**config.mk**
```make
export PLATFORM = sky130hd
export DESIGN_NAME = gf26_log
export DESIGN_NICKNAME = d
export VERILOG_FILES = /design/src/rtl/gf26_pkg.sv /design/src/rtl/gf26_log.sv
export SDC_FILE = /design/constraint.sdc
export NUM_CORES = 1
export LEC_CHECK = 0
export CAP_MARGIN = 5
export CORE_MARGIN = 1
export CORE_UTILIZATION = 35
export CTS_CLUSTER_DIAMETER = 30
export DETAILED_ROUTE_END_ITERATION = 12
export PLACE_DENSITY = 0.6
export SETUP_SLACK_MARGIN = 0.15
export SLEW_MARGIN = 20
export SYNTH_ARGS = -nofsm -noshare
export SYNTH_HDL_FRONTEND = slang
export SYNTH_SLANG_ARGS = --single-unit
```
**constraint.sdc**
```tcl
create_clock -name clk -period 2.49 [get_ports clk]
set_clock_uncertainty 0.15 [all_clocks]
set_input_delay 0.3735 -clock clk [delete_from_list [all_inputs] [get_ports clk]]
set_output_delay 0.3735 -clock clk [all_outputs]
set_load 0.1 [all_outputs]
```
**src/rtl/gf26_pkg.sv**
```systemverilog
// ============================================================================
// Module : gf26_pkg
// Brief  : GF(2^6) field constants, log-search state type, multiply-by-alpha.
// Rev    : 1.0  initial release
// ============================================================================
`default_nettype none

package gf26_pkg;

    localparam int          M         = 6;
    localparam logic [6:0]  PRIM_POLY = 7'h43;
    localparam logic [5:0]  ALPHA     = 6'h02;
    localparam int          ORDER     = 63;

    typedef enum logic {
        IDLE   = 1'b0,
        SEARCH = 1'b1
    } log_state_t;

    // x^6 folds back as x+1, i.e. the low six bits of the primitive polynomial
    function automatic logic [5:0] gf26_mul_alpha(input logic [5:0] a);
        return {a[4:0], 1'b0} ^ (a[5] ? PRIM_POLY[5:0] : 6'h00);
    endfunction

endpackage

`default_nettype wire

```
**src/rtl/gf26_log.sv**
```systemverilog
// ============================================================================
// Module : gf26_log
// Brief  : Iterative GF(2^6) discrete log: steps alpha^i until it equals y.
// Rev    : 1.0  initial release
// ============================================================================
`default_nettype none

module gf26_log
    import gf26_pkg::*;
#(
    parameter int M     = 6,
    parameter int MAX_K = 62
) (
    input  logic         clk,
    input  logic         reset,
    input  logic         start,
    input  logic [M-1:0] y,
    output logic         finish_flag,
    output logic         err_flag,
    output logic [M-1:0] k
);

    localparam logic [M-1:0] C_MAX_K = MAX_K[M-1:0];
    localparam logic [M-1:0] C_ONE   = M'(1);

    log_state_t   r_state;
    log_state_t   w_state_nxt;
    logic         r_start_d;
    logic [M-1:0] r_y,      w_y_nxt;
    logic [M-1:0] r_acc,    w_acc_nxt;
    logic [M-1:0] r_cnt,    w_cnt_nxt;
    logic         r_finish, w_finish_nxt;
    logic         r_err,    w_err_nxt;
    logic [M-1:0] r_k,      w_k_nxt;

    logic w_edge;
    logic w_zero;
    logic w_match;
    logic w_exhausted;

    assign w_edge      = start & ~r_start_d;
    assign w_zero      = (r_y == '0);
    assign w_match     = (r_acc == r_y);
    assign w_exhausted = (r_cnt == C_MAX_K);

    always_ff @(posedge clk or posedge reset) begin
        if (reset) begin
            r_state   <= IDLE;
            r_start_d <= 1'b0;
        end else begin
            r_state   <= w_state_nxt;
            r_start_d <= start;
        end
    end

    always_comb begin
        w_state_nxt = r_state;
        case (r_state)
            IDLE:    if (w_edge) w_state_nxt = SEARCH;
            SEARCH:  if (w_zero || w_match || w_exhausted) w_state_nxt = IDLE;
            default: w_state_nxt = IDLE;
        endcase
    end

    // Datapath and result next-values; results hold unless a search concludes
    always_comb begin
        w_y_nxt      = r_y;
        w_acc_nxt    = r_acc;
        w_cnt_nxt    = r_cnt;
        w_finish_nxt = r_finish;
        w_err_nxt    = r_err;
        w_k_nxt      = r_k;
        case (r_state)
            IDLE: begin
                if (w_edge) begin
                    w_y_nxt      = y;
                    w_acc_nxt    = C_ONE;
                    w_cnt_nxt    = '0;
                    w_finish_nxt = 1'b0;
                    w_err_nxt    = 1'b0;
                end
            end
            SEARCH: begin
                if (w_zero) begin
                    w_err_nxt    = 1'b1;
                    w_k_nxt      = '0;
                    w_finish_nxt = 1'b1;
                end else if (w_match) begin
                    w_k_nxt      = r_cnt;
                    w_finish_nxt = 1'b1;
                end else if (w_exhausted) begin
                    // Unreachable for a primitive polynomial; bounds the search
                    w_err_nxt    = 1'b1;
                    w_k_nxt      = '0;
                    w_finish_nxt = 1'b1;
                end else begin
                    w_acc_nxt    = gf26_mul_alpha(r_acc);
                    w_cnt_nxt    = r_cnt + C_ONE;
                end
            end
            default: ;
        endcase
    end

    always_ff @(posedge clk or posedge reset) begin
        if (reset) begin
            r_y      <= '0;
            r_acc    <= '0;
            r_cnt    <= '0;
            r_finish <= 1'b0;
            r_err    <= 1'b0;
            r_k      <= '0;
        end else begin
            r_y      <= w_y_nxt;
            r_acc    <= w_acc_nxt;
            r_cnt    <= w_cnt_nxt;
            r_finish <= w_finish_nxt;
            r_err    <= w_err_nxt;
            r_k      <= w_k_nxt;
        end
    end

    assign finish_flag = r_finish;
    assign err_flag    = r_err;
    assign k           = r_k;

endmodule

`default_nettype wire

```
After elaboration in Yosys (flattened, before gate mapping). Cells that the tools add are included.

Add/sub/neg operators: 1. Eq/ne operators: 9. Mux-type cells: 25. Bitwise logic cells: 4. Reduce and logical (&&, ||, !) cells: 9.

Operators with widths (count): 6-bit 2-to-1 mux (11); 6-bit case mux with 2 select lines (2); 1-bit 2-to-1 mux (8); 2-bit != test, second input constant (4); 6-bit by 1-bit adder with 6-bit output, second input constant (1); 6-bit equality test (1); 6-bit equality test, second input constant (1); 6-bit zero test (1); 1-bit case mux with 2 select lines (3); 2-bit AND reduction (3); 6-bit by 2-bit XOR with 6-bit output (1); 4-bit by 1-bit != test with 1-bit output, second input constant (1); 4-bit AND reduction (1); 3-bit by 1-bit != test with 1-bit output, second input constant (1); 3-bit != test, second input constant (1); 3-bit AND reduction (1); 3-bit nonzero test (1); 1-bit logical OR (2); 2-bit 2-to-1 mux (1); 1-bit inverter (2); 1-bit AND (1).

Register bits after elaboration: 28. Input port bits: 9. Output and inout bits: 8.

Depth between registers and ports, before layout.
Word-level depth: 6. Depth in mapped cells: 7.

Least setup slack after synthesis. Ideal clock, no wire load.

Kind: register -> register. Start: reg r_y[1]. End: reg r_k[0], in the netlist k[0]. Library setup time: 0.126 ns. Arrival: 1.749 ns. Path slack: 0.465 ns. Cell stages (with the launch flop): 6. Path buffers: 1. Clock period less this slack: 2.025 ns. Cell sequence: dfrtp_1 > or4_4 > o22ai_4 > a22o_2 > buf_6 > mux2_4.

Word-level cells in the longest chain between the ends: 3. Elaborated cells between the ends (all ways): 6. Those cells by class: 1 x eq/ne; 2 x mux; 3 x reduce/logical.

Ends and longest elaborated chain: from (decl) (RTL line gf26_log.sv:29) `logic [M-1:0] r_y, w_y_nxt;`; from (signal assigned) (RTL line gf26_log.sv:114) `r_y <= w_y_nxt;`; 6-bit equality test or 6-bit zero test (tied branches) (RTL line gf26_log.sv:43, gf26_log.sv:42); 3-bit nonzero test (no line) or 6-bit 2-to-1 mux (tied branches); 2-bit AND reduction (no line) or 6-bit 2-to-1 mux (tied branches); to (signal assigned) (RTL line gf26_log.sv:119) `r_k <= w_k_nxt;`; to (decl) (RTL line gf26_log.sv:34) `logic [M-1:0] r_k, w_k_nxt;`.

Parallel ways exist; a longest one is shown, timed or not. A chain may end at the register's enable or synchronous reset.

Final worst setup path.
Start: reg r_cnt[0]. End: reg r_acc[0].

Word-level cells in the longest chain between the ends: 3.

Ends and longest elaborated chain: from (decl) (RTL line gf26_log.sv:31) `logic [M-1:0] r_cnt, w_cnt_nxt;`; from (signal assigned) (RTL line gf26_log.sv:116) `r_cnt <= w_cnt_nxt;`; 6-bit equality test (RTL line gf26_log.sv:44) `assign w_exhausted = (r_cnt == C_MAX_K);`; 2-bit != test (no line); 4-bit AND reduction (no line); to (signal assigned) (RTL line gf26_log.sv:115) `r_acc <= w_acc_nxt;`; to (decl) (RTL line gf26_log.sv:30) `logic [M-1:0] r_acc, w_acc_nxt;`.

No other way between the ends.

==> key figures <==
Run status
  • Run status: completed

Routing
  • Max layer used: met4
  • Via count: 911
  • Drt total wl: 2400 um
  • DRC: 0
  • Vias per cell: 4.95
  • Antenna Violating Nets Remaining: 0
  • Pre-Repair DR Iteration Count: 4
  • Met1 wire length: 1090 um
  • DRT iter0 DRCs: 15
  • Wire length on met3: 105 um
  • WL per Instance: 13.0 um
  • Met2 WL post-DR: 1200 um

STA
  • Final Cycle Share: 87.6%
  • Crit path time final: 2180 ps
  • Hold Violations, Final: 0
  • Setup slack after layout: 308 ps
  • Fmax: 0.458 GHz
  • Final Max Slew Viols: 0
  • RSZ-0062 raised after global routing: false
  • Setup TNS: 0 ps
  • Slew HR: 58.8%
  • # setup viols final: 0
  • Worst Tran Pin Value: 603 ps

CTS
  • Hold buffer count at CTS: 0
  • Latest clock arrival within the worst-skew pair: 270 ps
  • # resized after CTS: 0
  • Reg clk slew, reported paths: 90 ps
  • Total CTS buffers: 3
  • CTS Root Cell: clkbuf_8
  • # H-tree levels: 1
  • CTS tree: done
  • # clock sinks: 28
  • CTS max path bufs: 2
  • Post-CTS setup buffer count: 0

Worst setup path
  • CP endpoint: r_acc[0]
  • Crit start category: flip-flop
  • CP Cell Sequence: inv_1 -> ha_1 -> nand2_1 -> o22ai_4 -> a211oi_2 -> buf_4 -> mux2_4
  • Kind of critical path: flip-flop to flip-flop
  • Critical path endpoint category: flip-flop
  • Slowest CP cell: dfrtp_1
  • Arr. time, crit path: 2200 ps
  • Worst R2R Start: r_cnt[0]
  • Reg-to-reg endpoint: r_acc[0]
  • Buffers plus inverters on the worst setup path: 2
  • CP delay by family, top: compound AO/OA/AOI/OAI gates
  • Crit-path max FO: 7
  • CP required: 2500 ps
  • Worst reg-to-reg setup slack: 310 ps
  • Worst setup path start: r_cnt[0]
  • Max stage delay on crit path: 470 ps
  • Worst r2r path cells: 7
  • WP depth: 7

Synthesis
  • Number of flops mapped to enable cells by yosys: 0
  • Synth Area per Inst: 12.1 um^2
  • Top-area cell type share of the netlist area: 49.4%
  • Sequential share of the synthesized area: 49.4%
  • Synth top area cells: dfrtp_1, mux2i_1, mux2_4, mux2_2, nand2_1
  • Yosys Warn Count: 0
  • Synth unique cells: 31
  • Area leader, netlist: dfrtp_1
  • Post-synth top flop: dfrtp_1
  • Synthesized flop and latch total: 28
  • Syn nets: 128
  • Syn Inst Count: 117
  • Post-synth ARST share: 100%
  • Mapped Area: 1420 um^2

Power
  • Leak Pwr: 0.000806 uW
  • Power Dens Cells: 1180 nW/um^2
  • Maximum vdd drop: 0.534 mV
  • Final Total Pwr: 1960 uW

Placed design
  • Detailed placement HPWL: 1770 um
  • Number of cells in the design after placement: 181
  • GPL Wtd Cong: 0.794
  • Placed Area: 1620 um^2
  • Dpl ws: 338 ps
  • Port bufs: 16

Floorplan
  • Die area: 4310 um^2
  • Initial Utilization: 37.6%
  • I/O Pins: 17
  • Core Area: 3770 um^2
  • Row count: 22
  • Die W: 65.7 um
  • Die height: 65.7 um

Layout
  • Fin nets: 149
  • Most frequent cells in the layout: dfrtp_1, nand2_1, buf_4, mux2i_1
  • Final instance area: 1660 um^2
  • Antenna Diode Count: 0
  • Ratio of cells with drive above 1 in the final layout: 26.5%
  • Non-Filler Instances: 184
  • Area grow syn2layout: 17.1%
  • Filler cells: 344
  • Most common cell after layout, fill and taps aside: dfrtp_1

Global route
  • Grt total ovfl: 0
  • Antenna violations before repair: 0
  • Overall Global Routing Usage: 12.3%
  • Largest net degree at the start of global routing: 29
  • Vias in the first global route: 911
  • First-pass GRT wire length: 4060 um

Run
  • Max_cap viols: 0

Worst hold path
  • Hold Path Class: primary input to asynchronous set/reset pin
[cell usage after synthesis, types with 2 or more instances]
library cell  number
dfrtp_1           28
ha_1               2
xor2_1             4
and3_1             7
a211oi_1           2
xnor2_1            3
mux2_4             7
nand3_1            3
nand2_1           15
inv_1              8
mux2_2             6
mux2i_1           11
buf_6              2
a2111oi_0          2
[cell families (layout without fill, tap and decap cells)]
group / after synthesis / count (layout) / synth area share, %
and+or+nand+nor: 32 / 32 / 12.1
DFF: 28 / 28 / 49.4
muxes: 24 / 24 / 19.9
buffers and inverters: 13 / 32 / 4.67
AOI/OAI and AO/OA: 11 / 11 / 7.85
xor gates and xnor gates: 7 / 7 / 4.32
adders and majority gates: 2 / 2 / 1.76
[stage by stage]
| stage | hold slack, ps | util, % |
|---|---|---|
| floorplan | 255 | - |
| global placement | 344 | 43.0 |
| detailed placement | 342 | 43.0 |
| CTS | 314 | 44.1 |
| global route | 343 | 44.1 |
| finish | 298 | 44.1 |
[flip-flops by register name (all words and copies together) (netlist names)]
| signal | flops |
|---|---|
| finish_flag | 1 |
| r_acc | 6 |
| r_cnt | 6 |
| err_flag | 1 |
| r_start_d | 1 |
| r_state | 1 |
| k | 6 |
| r_y | 6 |
[tightest hold or removal path: cells and delay by family]
kind | cells | cell delay, ps
buffers and inverters | 3 | 760
[where the power goes]
| part | switching (uW) | internal, uW | total, uW |
|---|---|---|---|
| registers | 173 | 623 | 796 |
| logic | 523 | 402 | 925 |
| clock network | 128 | 109 | 236 |
[how the worst min path moves through the flow]
stage	from	end	slack, ps	cells after the start
floorplan	start	r_start_d	250	0
global placement	finish_flag	finish_flag	340	1
detailed placement	r_cnt[4]	r_cnt[4]	340	1
CTS	reset	r_y[3]	310	3
global route	reset	r_y[3]	340	3
finish	reset	r_y[3]	300	3
[per-layer routing]
layer	up-vias	track usage (%)
met5	-	0
met4	0	2.45
met3	2	3.13
met2	29	22.3
met1	436	14.4
li1	444	-
[layout make-up]
cell class              instances  area [um^2]  area share (%)
clock buffers                   3         41.3            2.48
multi-input cells              76          652            39.2
flip-flops and latches         28          701            42.2
well taps                      48         60.1            3.61
repair buffers                 21          178            10.7
inverters                       8         30.0            1.81
Power figures use the tool's default switching activity.
